<file path="config.mk">
export PLATFORM = sky130hd
export DESIGN_NAME = bin2bcd_seq
export DESIGN_NICKNAME = d
export VERILOG_FILES = /design/src/rtl/bin2bcd_seq.sv
export SDC_FILE = /design/constraint.sdc
export NUM_CORES = 1
export LEC_CHECK = 0
export ABC_AREA = 1
export CAP_MARGIN = 40
export CORE_ASPECT_RATIO = 0.75
export CORE_MARGIN = 2
export CORE_UTILIZATION = 35
export CTS_CLUSTER_SIZE = 25
export DETAILED_ROUTE_END_ITERATION = 10
export PLACE_DENSITY = 0.6
export SYNTH_ARGS = -nofsm -noshare
export SYNTH_HDL_FRONTEND = slang
export SYNTH_SLANG_ARGS = --single-unit
</file>
<file path="constraint.sdc">
create_clock -name i_clk -period 3.1 [get_ports i_clk]
set_clock_uncertainty 0.15 [all_clocks]
set_input_delay 0.31 -clock i_clk [delete_from_list [all_inputs] [get_ports i_clk]]
set_output_delay 0.31 -clock i_clk [all_outputs]
set_load 0.005 [all_outputs]
</file>
<file path="src/rtl/bin2bcd_seq.sv">
// -----------------------------------------------------------------------------
// bin2bcd_seq
//
// Sequential binary-to-BCD converter (double dabble, one input bit per clock).
// A start in IDLE latches the binary value, W clocks later the packed BCD
// result and its leading-zero blank mask are registered and DONE is entered.
// The result is held until the next conversion completes; a clear in DONE
// returns to IDLE without touching the held result.
//
// Ports:
//   i_clk    : clock, rising edge
//   i_rst    : asynchronous reset, active-high
//   i_start  : start a conversion (sampled only in IDLE)
//   i_clear  : acknowledge result (sampled only in DONE)
//   i_bin    : unsigned binary input, latched on the accepted start edge
//   o_ready  : high while in IDLE
//   o_done   : high while in DONE
//   o_bcd    : packed BCD, digit k at [4k+3:4k], k=0 is the units digit
//   o_blank  : bit k set when digit k is a leading zero (bit 0 always 0)
// -----------------------------------------------------------------------------
module bin2bcd_seq #(
  parameter int W = 13,
  parameter int D = 4
) (
  input  logic           i_clk,
  input  logic           i_rst,
  input  logic           i_start,
  input  logic           i_clear,
  input  logic [W-1:0]   i_bin,
  output logic           o_ready,
  output logic           o_done,
  output logic [4*D-1:0] o_bcd,
  output logic [D-1:0]   o_blank
);

  localparam int BW = 4 * D;
  localparam int CW = $clog2(W + 1);

  function automatic longint unsigned pow10(input int n);
    longint unsigned p;
    p = 64'd1;
    for (int i = 0; i < n; i++) p = p * 64'd10;
    return p;
  endfunction

  localparam longint unsigned BCD_RANGE = pow10(D);
  localparam longint unsigned BIN_MAX   = (64'd1 << W) - 64'd1;

  // D digits must be able to hold the largest W-bit value.
  if (BCD_RANGE <= BIN_MAX) begin : g_bad_params
    $error("bin2bcd_seq: D=%0d digits cannot represent W=%0d bits", D, W);
  end

  // Add-3 correction applied independently to every digit that is >= 5,
  // so that the following left shift carries correctly into the next digit.
  function automatic logic [BW-1:0] add3_digits(input logic [BW-1:0] b);
    logic [BW-1:0] r;
    r = b;
    for (int k = 0; k < D; k++) begin
      if (b[4*k +: 4] >= 4'd5) r[4*k +: 4] = b[4*k +: 4] + 4'd3;
    end
    return r;
  endfunction

  // Leading-zero mask: bit k set iff digit k and every higher digit are 0.
  // The units digit is never blanked so a zero value still shows "0".
  function automatic logic [D-1:0] blank_mask(input logic [BW-1:0] b);
    logic [D-1:0] m;
    logic         zero_above;
    m          = '0;
    zero_above = 1'b1;
    for (int k = D - 1; k >= 1; k--) begin
      zero_above = zero_above & (b[4*k +: 4] == 4'd0);
      m[k]       = zero_above;
    end
    return m;
  endfunction

  typedef enum logic [1:0] {
    S_IDLE = 2'd0,
    S_CONV = 2'd1,
    S_DONE = 2'd2
  } state_t;

  state_t          state_q;
  state_t          state_d;
  logic [W-1:0]    bin_q;
  logic [BW-1:0]   bcd_q;
  logic [CW-1:0]   cnt_q;

  logic [BW-1:0]   bcd_adj;
  logic [BW-1:0]   bcd_shift;
  logic [W-1:0]    bin_shift;
  logic            last_shift;

  // Correct-then-shift of the combined {bcd, bin} register.
  always_comb begin
    bcd_adj    = add3_digits(bcd_q);
    bcd_shift  = {bcd_adj[BW-2:0], bin_q[W-1]};
    bin_shift  = {bin_q[W-2:0], 1'b0};
    last_shift = (cnt_q == CW'(1));
  end

  // State register
  always_ff @(posedge i_clk or posedge i_rst) begin
    if (i_rst) state_q <= S_IDLE;
    else       state_q <= state_d;
  end

  // Next-state logic
  always_comb begin
    state_d = state_q;
    case (state_q)
      S_IDLE:  if (i_start)    state_d = S_CONV;
      S_CONV:  if (last_shift) state_d = S_DONE;
      S_DONE:  if (i_clear)    state_d = S_IDLE;
      default:                 state_d = S_IDLE;
    endcase
  end

  // Output logic
  always_comb begin
    o_ready = (state_q == S_IDLE);
    o_done  = (state_q == S_DONE);
  end

  // Working registers and registered result. o_bcd/o_blank are written only
  // on the final shift, so a partial result is never visible.
  always_ff @(posedge i_clk or posedge i_rst) begin
    if (i_rst) begin
      bin_q   <= '0;
      bcd_q   <= '0;
      cnt_q   <= '0;
      o_bcd   <= '0;
      o_blank <= '0;
    end else begin
      case (state_q)
        S_IDLE: begin
          if (i_start) begin
            bin_q <= i_bin;
            bcd_q <= '0;
            cnt_q <= CW'(W);
          end
        end
        S_CONV: begin
          bcd_q <= bcd_shift;
          bin_q <= bin_shift;
          cnt_q <= cnt_q - CW'(1);
          if (last_shift) begin
            o_bcd   <= bcd_shift;
            o_blank <= blank_mask(bcd_shift);
          end
        end
        default: ;
      endcase
    end
  end

endmodule

</file>
Word-level counts from Yosys, hierarchy flattened
Cells that the tools add are included.
Widths: inputs -> output; s select.

word-level totals
  register bits = 54
  input port bits = 17

operators by class
  add/sub/neg operators = 5
  magnitude comparators = 4
  eq/ne operators = 6
  mux-type cells = 14
  bitwise operators = 2
  reductions and logical operators = 8

operators with widths
  operator             number
  $pmux 16 s2          1
  $pmux 13 s2          1
  $ge 4x3->1 const B   4
  $mux 16              1
  $mux 4               4
  $mux 13              1
  $add 4x2->4 const B  3
  $logic_not 4->1      3
  $pmux 4 s2           1
  $mux 2               3
  $ne 2x2->1 const B   3
  $pmux 2 s3           1
  $eq 4x1->1 const B   1
  $reduce_and 2->1     2
  $sub 4x1->4 const B  1
  $add 3x2->3 const B  1
  $mux 3               1
  $reduce_and 3->1     1
  $and 1x1->1          2
  $eq 2x1->1 const B   1
  $eq 2x2->1 const B   1
  $logic_not 2->1      1
  $reduce_bool 2->1    1

Logic depth before layout (Yosys ltp)
Gate-level depths: netlist of run 1.

  depth after elaboration = 5
  mapped depth = 11
  mapped depth without buffers = 11

Worst setup path after synthesis of run 1
No wires, ideal clock.

  path kind = register -> register
  start = reg bcd_q[8]
  end = reg o_blank[1]
  setup time = 0.065 ns
  arrival = 1.247 ns
  slack = 1.638 ns
  stages on the path, launching flop included = 12
  clock period less this slack = 1.462 ns
  path through = dfrtp_1 > inv_1 > ha_1 > inv_1 > nand2_1 > nand3_1 > nand2_1 > nand2_1 > nand2_1 > nor2_1 > nand3_1 > nand2_1

on the way
  longest elaborated chain between the ends = 5
  elaborated cells on any way between the ends = 7
  classes of those cells = add/sub (1); order compare (1); mux (1); bitwise (2); reduce/logical (2)

RTL lines
  element                                           line  RTL
  from (decl)                                       88    logic [BW-1:0] bcd_q;
  from (signal assigned)                            146   bcd_q <= bcd_shift;
  $add 4x2->4 / $ge 4x3->1 (equally long branches)  60    if (b[4*k +: 4] >= 4'd5) r[4*k +: 4] = b[4*k +: 4] + 4'd3;
  $mux 4 *                                          60
  $logic_not 4->1                                   73    zero_above = zero_above & (b[4*k +: 4] == 4'd0);
  $and 1x1->1 * (2 in series)                       73
  to (signal assigned)                              151   o_blank <= blank_mask(bcd_shift);
  to (decl)                                         33    output logic [D-1:0] o_blank

Mark *: on every way between the ends. The rest lies on a longest branch, timed or not.
A chain may end at the register's enable or synchronous reset.

Worst setup path after layout of run 1
  start = reg state_q[0]
  end = reg o_blank[1]

on the way
  longest elaborated chain between the ends = 2

RTL lines
  element                            line  RTL
  from (decl)                        85    state_t state_q;
  from (signal assigned)             107   else state_q <= state_d;
  $eq 2x1->1                         137   case (state_q)
  $reduce_and 2->1 (no source line)  --

No other way between the ends.

==> results of run 1 <==
## layer usage
| layer | vias up | global-route usage [%] | routed length (µm) |
|---|---|---|---|
| met3 | 5 | 2.58 | 130 |
| li1 | 1066 | - | - |
| met5 | - | 0 | 0 |
| met2 | 29 | 19.7 | 2310 |
| met4 | 0 | 3.82 | 45 |
| met1 | 957 | 21.7 | 2770 |
## area by class of cell
type                    instances  area, µm²  share of cell area, %
multi-input cells             211       1050                   33.5
flip-flops and latches         54       1350                   42.9
repair buffers                 39        385                   12.2
well taps                     101        126                   4.01
inverters                      32        120                   3.81
clock inverters                 1       30.0                  0.954
clock buffers                   6       82.6                   2.62
## registers in the layout (all words and copies together) (netlist names)
signal   count
bcd_q       16
o_bcd       16
bin_q       13
cnt_q        4
o_blank      3
state_q      2
## worst reg2reg max path, stage by stage (launching register included)
cell	delay, ns
sky130_fd_sc_hd__dfrtp_1	0.41
sky130_fd_sc_hd__inv_2	0.06
sky130_fd_sc_hd__nor2_4	0.41
sky130_fd_sc_hd__nand3_4	0.45
sky130_fd_sc_hd__nor2_4	0.22
sky130_fd_sc_hd__nand3_2	0.09
sky130_fd_sc_hd__nor2_2	0.10
sky130_fd_sc_hd__nand3_1	0.07
sky130_fd_sc_hd__nand2_1	0.06
## stage by stage
step / area [µm²] / instances
2_1_floorplan: 2580 / 308
3_3_place_gp: 3040 / 437
3_5_place_dp: 3040 / 437
4_1_cts: 3150 / 444
5_1_grt: 3150 / 444
6_report: 3150 / 444
## cells by family (layout without fill, tap and decap cells)
family	after synthesis	in the layout	synth area share [%]
buf+inv	43	78	6.88
other cells	1	1	0.145
xor+xnor	1	1	0.339
flops	54	54	52.3
simple gates	154	154	25.6
compound gates	45	45	9.84
fa+ha+maj	10	10	4.84
## power by group
| part | switching [W] | total (W) | leakage (nW) | internal (W) |
|---|---|---|---|---|
| Clock | 0.000219 | 0.000477 | 0.0573 | 0.000259 |
| Sequential | 0.000183 | 0.00121 | 0.676 | 0.00103 |
| Combinational | 0.000966 | 0.00161 | 0.799 | 0.000644 |
| Total | 0.00137 | 0.00330 | 1.53 | 0.00193 |
## cell usage in the layout (no fill, tap or decap), types with 4 or more instances in the layout
cell	synthesis	routed
sky130_fd_sc_hd__clkbuf_8	0	6
sky130_fd_sc_hd__clkdlybuf4s50_1	0	37
sky130_fd_sc_hd__dfrtp_1	54	54
sky130_fd_sc_hd__ha_1	10	10
sky130_fd_sc_hd__inv_1	29	28
sky130_fd_sc_hd__inv_2	3	4
sky130_fd_sc_hd__nand2_1	108	108
sky130_fd_sc_hd__nand3_1	21	21
sky130_fd_sc_hd__nand4_1	7	7
sky130_fd_sc_hd__nor2_1	12	12
sky130_fd_sc_hd__o21ai_0	18	18
sky130_fd_sc_hd__o21ai_1	10	10
sky130_fd_sc_hd__o22ai_1	13	13
## final timing paths
kind                       depth (start not counted)                   start  slack, ns                endpoint
max                                                8  state_q[0]$_DFFE_PP0P_       1.03  o_blank[1]$_DFFE_PP0P_
min                                                2    bin_q[3]$_DFFE_PP0P_       0.34    bin_q[3]$_DFFE_PP0P_
max reg2reg                                        8  state_q[0]$_DFFE_PP0P_       1.03  o_blank[1]$_DFFE_PP0P_
min reg2reg                                        2    bin_q[3]$_DFFE_PP0P_       0.34    bin_q[3]$_DFFE_PP0P_
max in group asynchronous                          3                   i_rst       2.00   bin_q[11]$_DFFE_PP0P_
min in group asynchronous                          3                   i_rst       0.35    bin_q[6]$_DFFE_PP0P_
==> metrics.txt, run 1 <==
# TYPE chip_impl_metric gauge
chip_impl_metric{name="ys_seq_area_share",unit="%"} 52.3
chip_impl_metric{name="layout-drive-gt1-share",unit="%"} 5.25
chip_impl_metric{name="crit_buf_inv",unit=""} 1
chip_impl_metric{name="yosysTopAreaCellShare",unit="%"} 52.3
chip_impl_metric{name="clock_sinks",unit=""} 54
chip_impl_metric{name="cts_buffer_depth",unit=""} 2
chip_impl_metric{name="finalWeightedCongestion",unit=""} 0.787
chip_impl_metric{name="die-height",unit="µm"} 78.4
chip_impl_metric{name="std_cell_rows",unit=""} 27
chip_impl_metric{name="cts_max_level",unit=""} 2
chip_impl_metric{name="place_hpwl",unit="µm"} 3700
chip_impl_metric{name="ios",unit=""} 39
chip_impl_metric{name="synth_area",unit="mm²"} 0.00258
chip_impl_metric{name="ant_nets",unit=""} 0
chip_impl_metric{name="slew_viol_final",unit=""} 0
chip_impl_metric{name="syn_area_per_cell",unit="µm²"} 8.38
chip_impl_metric{name="global_route.overflow_total",unit=""} 0
chip_impl_metric{name="pre_cts_ws",unit="ns"} 1.02
chip_impl_metric{name="synth_edf_count",unit=""} 0
chip_impl_metric{name="timing.final.setup_violations",unit=""} 0
chip_impl_metric{name="post_synthesis_cell_type_count",unit=""} 25
chip_impl_metric{name="timing.fmax",unit="MHz"} 482
chip_impl_metric{name="min_clock_period_post_route",unit="ns"} 2.07
chip_impl_metric{name="first_iter_violations",unit=""} 109
chip_impl_metric{name="hold_viol_final",unit=""} 0
chip_impl_metric{name="cp_data_arrival_time",unit="ns"} 2.17
chip_impl_metric{name="layout_net_count",unit=""} 370
chip_impl_metric{name="drt-pass1-iter-count",unit=""} 4
chip_impl_info{name="cp_common_cell",value="sky130_fd_sc_hd__nor2_4"} 1
chip_impl_metric{name="diodes_inserted",unit=""} 0
chip_impl_metric{name="worst-endpoint-required",unit="ns"} 3.19
chip_impl_info{name="critPathTopFamily",value="simple AND/OR/NAND/NOR gates"} 1
chip_impl_metric{name="layout.filler_cells",unit=""} 729
chip_impl_info{name="rsz_0062_raised_after_global_routing",value="false"} 1
chip_impl_metric{name="maximum_number_of_pins_on_one_net_before_global_route_repair",unit=""} 55
chip_impl_metric{name="route.vias.total",unit=""} 2057
chip_impl_metric{name="die_w",unit="µm"} 103
chip_impl_metric{name="finalCritPeriodShare",unit="%"} 66.9
chip_impl_metric{name="post-layout-total-power",unit="W"} 0.00330
chip_impl_info{name="timing.critical_path.slowest_stage_cell",value="sky130_fd_sc_hd__nand3_4"} 1
chip_impl_metric{name="cts_hold_repair.buffers",unit=""} 0
chip_impl_metric{name="hold-worst-slack",unit="ns"} 0.337
chip_impl_metric{name="timing.setup.tns",unit="ns"} 0
chip_impl_metric{name="ctsResizeCount",unit=""} 0
chip_impl_info{name="hp-class",value="register to register"} 1
chip_impl_metric{name="numCtsBuffers",unit=""} 5
chip_impl_metric{name="port-buffer-count",unit=""} 37
chip_impl_metric{name="final.setup.worst_slack",unit="ns"} 1.03
chip_impl_metric{name="drt_drc_violations_left",unit=""} 0
chip_impl_metric{name="clk_transition_reported_paths",unit="ns"} 0.09
chip_impl_info{name="run_status",value="finished clean"} 1
chip_impl_metric{name="fin_util",unit="%"} 43.6
chip_impl_info{name="worst_setup_path_end_kind",value="register"} 1
chip_impl_metric{name="vias_cell",unit=""} 4.63
chip_impl_info{name="synth_largest_area_cell",value="sky130_fd_sc_hd__dfrtp_1"} 1
chip_impl_info{name="path_cells",value="inv_2 -> nor2_4 -> nand3_4 -> nor2_4 -> nand3_2 -> nor2_2 -> nand3_1 -> nand2_1"} 1
chip_impl_metric{name="clk_latency",unit="ns"} 0.30
chip_impl_info{name="post_synth_main_area_contributors",value="sky130_fd_sc_hd__dfrtp_1 52%, sky130_fd_sc_hd__nand2_1 16%, sky130_fd_sc_hd__ha_1 4.8%"} 1
chip_impl_info{name="critical_path.startpoint_type",value="register"} 1
chip_impl_metric{name="tightest_slew_margin_relative_to_the_limit",unit="%"} 55.1
chip_impl_info{name="tritoncts",value="yes"} 1
chip_impl_info{name="synth_top_cells_by_count",value="108 x sky130_fd_sc_hd__nand2_1, 54 x sky130_fd_sc_hd__dfrtp_1, 29 x sky130_fd_sc_hd__inv_1"} 1
chip_impl_metric{name="async_reset_ff_share",unit="%"} 100
chip_impl_metric{name="vdd.ir_drop.worst",unit="µV"} 313
chip_impl_info{name="worstSetupPathType",value="register to register"} 1
chip_impl_metric{name="number_of_antenna_violations_at_the_first_check_in_global_routing",unit=""} 0
chip_impl_metric{name="start_util",unit="%"} 35.7
chip_impl_metric{name="core",unit="mm²"} 0.00723
chip_impl_metric{name="area_growth_syn_to_layout",unit="%"} 21.9
chip_impl_metric{name="p_leak",unit="nW"} 1.53
chip_impl_metric{name="postSynthCellCount",unit=""} 308
chip_impl_metric{name="die_footprint",unit="mm²"} 0.00809
chip_impl_info{name="clock_root_buffer_master",value="sky130_fd_sc_hd__clkbuf_8"} 1
chip_impl_metric{name="drt_wl_total",unit="µm"} 5260
chip_impl_metric{name="timing_worst_slew_pin_value",unit="ns"} 0.674
chip_impl_metric{name="worst-path-max-fanout",unit=""} 33
chip_impl_info{name="yosysMostFrequentCell",value="sky130_fd_sc_hd__nand2_1"} 1
chip_impl_metric{name="routed_wirelength_normalized_by_instance_count",unit="µm"} 11.8
chip_impl_metric{name="grt_first_pass_wirelength",unit="µm"} 9030
chip_impl_metric{name="total_of_flip_flops_plus_latches_after_synthesis",unit=""} 54
chip_impl_metric{name="ys.warnings.count",unit=""} 0
chip_impl_metric{name="power_density_normalized_to_cell_area",unit="mW/mm²"} 1050
chip_impl_metric{name="grt.total_usage",unit="%"} 14.0
chip_impl_metric{name="mappedNetlistNets",unit=""} 335
chip_impl_info{name="synthFlopType",value="sky130_fd_sc_hd__dfrtp_1"} 1
chip_impl_metric{name="number_of_global_route_vias_before_repair",unit=""} 1864
chip_impl_metric{name="cts_setup_buffers",unit=""} 0
chip_impl_metric{name="timing.max_cap.violations",unit=""} 0
chip_impl_metric{name="cp_slowest_stage_delay",unit="ns"} 0.44
No activity file was read; power rests on OpenSTA's default activity.
==> inputs of run 2 (changes only) <==
PLACE_DENSITY = 0.62   (was 0.6)
clock period = 1.8 ns   (was 3.1 ns; I/O delays follow)
==> run 2 against run 1 <==
Compared with the run above: cell count is 1.4% higher; clock power grew 64%; combinational power rose by 81%; sequential share of layout area fell by 0.90 points; first-iteration DRC count is the same; sequential power up 72%; clock-buffer cell count is 2 higher; global-route usage rose by 0.51 points; hold slack got worse by 0.26 ns; largest cell class unchanged; largest power group unchanged; highest routed layer unchanged.
==> metrics.txt, run 2 (synthesized netlist as in run 1, its figures left out) <==
# TYPE chip_impl_metric gauge
chip_impl_metric{name="number_of_antenna_violations_at_the_first_check_in_global_routing",unit=""} 0
chip_impl_info{name="final_common_cell",value="sky130_fd_sc_hd__nand2_1"} 1
chip_impl_metric{name="grt.total_usage",unit="%"} 14.5
chip_impl_metric{name="die_footprint",unit="mm²"} 0.00809
chip_impl_metric{name="p_leak",unit="nW"} 1.58
chip_impl_metric{name="drt_wl_total",unit="µm"} 5390
chip_impl_metric{name="finalCritPeriodShare",unit="%"} 96.1
chip_impl_metric{name="timing.max_cap.violations",unit=""} 0
chip_impl_metric{name="layout.filler_cells",unit=""} 733
chip_impl_metric{name="hold-worst-slack",unit="ns"} 0.0799
chip_impl_metric{name="fin_util",unit="%"} 44.5
chip_impl_info{name="hp-class",value="input pin to asynchronous set/reset pin"} 1
chip_impl_metric{name="die_w",unit="µm"} 103
chip_impl_metric{name="reg2reg_setup_slack",unit="ns"} 0.14
chip_impl_metric{name="start_util",unit="%"} 35.7
chip_impl_info{name="crit-reg2reg-launch",value="bcd_q[4]$_DFFE_PP0P_"} 1
chip_impl_metric{name="std_cell_rows",unit=""} 27
chip_impl_metric{name="die-height",unit="µm"} 78.4
chip_impl_metric{name="clk_transition_reported_paths",unit="ns"} 0.10
chip_impl_metric{name="wl_met1",unit="µm"} 2680
chip_impl_metric{name="grt_first_pass_wirelength",unit="µm"} 9120
chip_impl_metric{name="route.vias.total",unit=""} 2081
chip_impl_info{name="run_status",value="finished clean"} 1
chip_impl_metric{name="layout_net_count",unit=""} 375
chip_impl_metric{name="ios",unit=""} 39
chip_impl_info{name="clock_root_buffer_master",value="sky130_fd_sc_hd__clkbuf_8"} 1
chip_impl_metric{name="slew_viol_final",unit=""} 0
chip_impl_metric{name="clk_latency",unit="ns"} 0.30
chip_impl_metric{name="numCtsBuffers",unit=""} 5
chip_impl_metric{name="ant_nets",unit=""} 0
chip_impl_metric{name="cts_buffer_depth",unit=""} 2
chip_impl_metric{name="min_clock_period_post_route",unit="ns"} 1.73
chip_impl_info{name="biggestRegsByFlops",value="bcd_q (16), o_bcd (16), bin_q (13)"} 1
chip_impl_metric{name="hold_viol_final",unit=""} 0
chip_impl_metric{name="final.setup.worst_slack",unit="ns"} 0.0701
chip_impl_metric{name="timing.final.setup_violations",unit=""} 0
chip_impl_metric{name="timing.fmax",unit="MHz"} 578
chip_impl_metric{name="drt_drc_violations_left",unit=""} 0
chip_impl_metric{name="number_of_global_route_vias_before_repair",unit=""} 1933
chip_impl_info{name="timing.rr.end",value="o_blank[1]$_DFFE_PP0P_"} 1
chip_impl_metric{name="port-buffer-count",unit=""} 37
chip_impl_info{name="mostFrequentLayoutCells",value="107 x sky130_fd_sc_hd__nand2_1, 54 x sky130_fd_sc_hd__dfrtp_1, 36 x sky130_fd_sc_hd__clkdlybuf4s50_1, 27 x sky130_fd_sc_hd__inv_1, 20 x sky130_fd_sc_hd__nand3_1"} 1
chip_impl_metric{name="met3_length",unit="µm"} 190
chip_impl_metric{name="vdd.ir_drop.worst",unit="µV"} 629
chip_impl_metric{name="maximum_number_of_pins_on_one_net_before_global_route_repair",unit=""} 55
chip_impl_metric{name="pre_cts_ws",unit="ns"} 0.0652
chip_impl_metric{name="r2r_cells",unit=""} 11
chip_impl_metric{name="detailroute.wirelength.met2",unit="µm"} 2460
chip_impl_info{name="worst_setup_path_end_kind",value="output pin"} 1
chip_impl_metric{name="drt-pass1-iter-count",unit=""} 4
chip_impl_metric{name="first_iter_violations",unit=""} 109
chip_impl_metric{name="core",unit="mm²"} 0.00723
chip_impl_metric{name="power_density_normalized_to_cell_area",unit="mW/mm²"} 1790
chip_impl_metric{name="routed_wirelength_normalized_by_instance_count",unit="µm"} 12.0
chip_impl_metric{name="worst-endpoint-required",unit="ns"} 1.47
chip_impl_metric{name="cp_data_arrival_time",unit="ns"} 1.40
chip_impl_metric{name="place_hpwl",unit="µm"} 3850
chip_impl_metric{name="layout-drive-gt1-share",unit="%"} 8.88
chip_impl_info{name="worstSetupPathType",value="register to output pin"} 1
chip_impl_info{name="critical_path.startpoint_type",value="register"} 1
chip_impl_metric{name="vias_cell",unit=""} 4.62
chip_impl_metric{name="post-layout-total-power",unit="W"} 0.00577
chip_impl_metric{name="area_growth_syn_to_layout",unit="%"} 24.6
chip_impl_info{name="tritoncts",value="yes"} 1
chip_impl_metric{name="clock_sinks",unit=""} 54
chip_impl_metric{name="cts_max_level",unit=""} 2
chip_impl_metric{name="diodes_inserted",unit=""} 0
chip_impl_metric{name="finalWeightedCongestion",unit=""} 0.879
chip_impl_info{name="highest_layer_used_for_signal_routing",value="met4"} 1
chip_impl_metric{name="worst-path-max-fanout",unit=""} 3
chip_impl_metric{name="global_route.overflow_total",unit=""} 0
==> run 2: metrics by stage <==
stage | setup TNS [ns] | instance area [µm²] | std cells
after floorplan | 0 | 2580 | 308
after global placement | 0 | 3080 | 441
after detailed placement | 0 | 3080 | 441
after CTS | 0 | 3190 | 449
after global routing | -0.0303 | 3220 | 450
final | 0 | 3220 | 450
==> run 2: critical path, cell delays in order (launching register included) <==
cell and delay (ns):
sky130_fd_sc_hd__dfrtp_1 0.44, sky130_fd_sc_hd__nor2_2 0.14, sky130_fd_sc_hd__clkdlybuf4s50_1 0.51
==> run 2: power breakdown <==
part	internal [W]	leakage, nW	switching [W]
registers	0.00177	0.676	0.000315
logic	0.00120	0.847	0.00171
clock network	0.000389	0.0575	0.000391
total	0.00335	1.58	0.00241
==> run 2: repair_timing <==
item / CTS / global route
gates resized for setup: 0 / 9
hold buffers: 0 / 0
setup endpoints to repair: 0 / 5
buffers inserted: 0 / 1
==> run 2: final cells by class <==
type | count | area [µm²] | share of cell area, %
Multi-Input combinational cell | 211 | 1070 | 33.3
Inverter | 32 | 120 | 3.73
Sequential cell | 54 | 1350 | 42.0
Tap cell | 101 | 126 | 3.93
Timing Repair Buffer | 44 | 438 | 13.6
Clock buffer | 8 | 110 | 3.42
==> run 2: how the worst max path moves through the flow <==
| stage | from | endpoint | slack (ns) | cells after the start |
|---|---|---|---|---|
| final | state_q[1]$_DFFE_PP0P_ | o_ready | 0.07 | 2 |
| after global routing | bcd_q[4]$_DFFE_PP0P_ | o_blank[1]$_DFFE_PP0P_ | -0.03 | 11 |
| after CTS | state_q[1]$_DFFE_PP0P_ | o_ready | 0.03 | 2 |
| after detailed placement | bcd_q[4]$_DFFE_PP0P_ | o_blank[1]$_DFFE_PP0P_ | 0.07 | 11 |
| after global placement | bcd_q[4]$_DFFE_PP0P_ | o_blank[1]$_DFFE_PP0P_ | 0.12 | 11 |
| after floorplan | i_rst | bcd_q[0]$_DFFE_PP0P_ | 0.16 | 1 |
==> run 2: per-layer routing <==
metal	global-route usage [%]	up-vias
met3	3.12	5
met5	0	-
met4	4.47	0
met1	21.4	972
met2	21.2	28
li1	-	1076
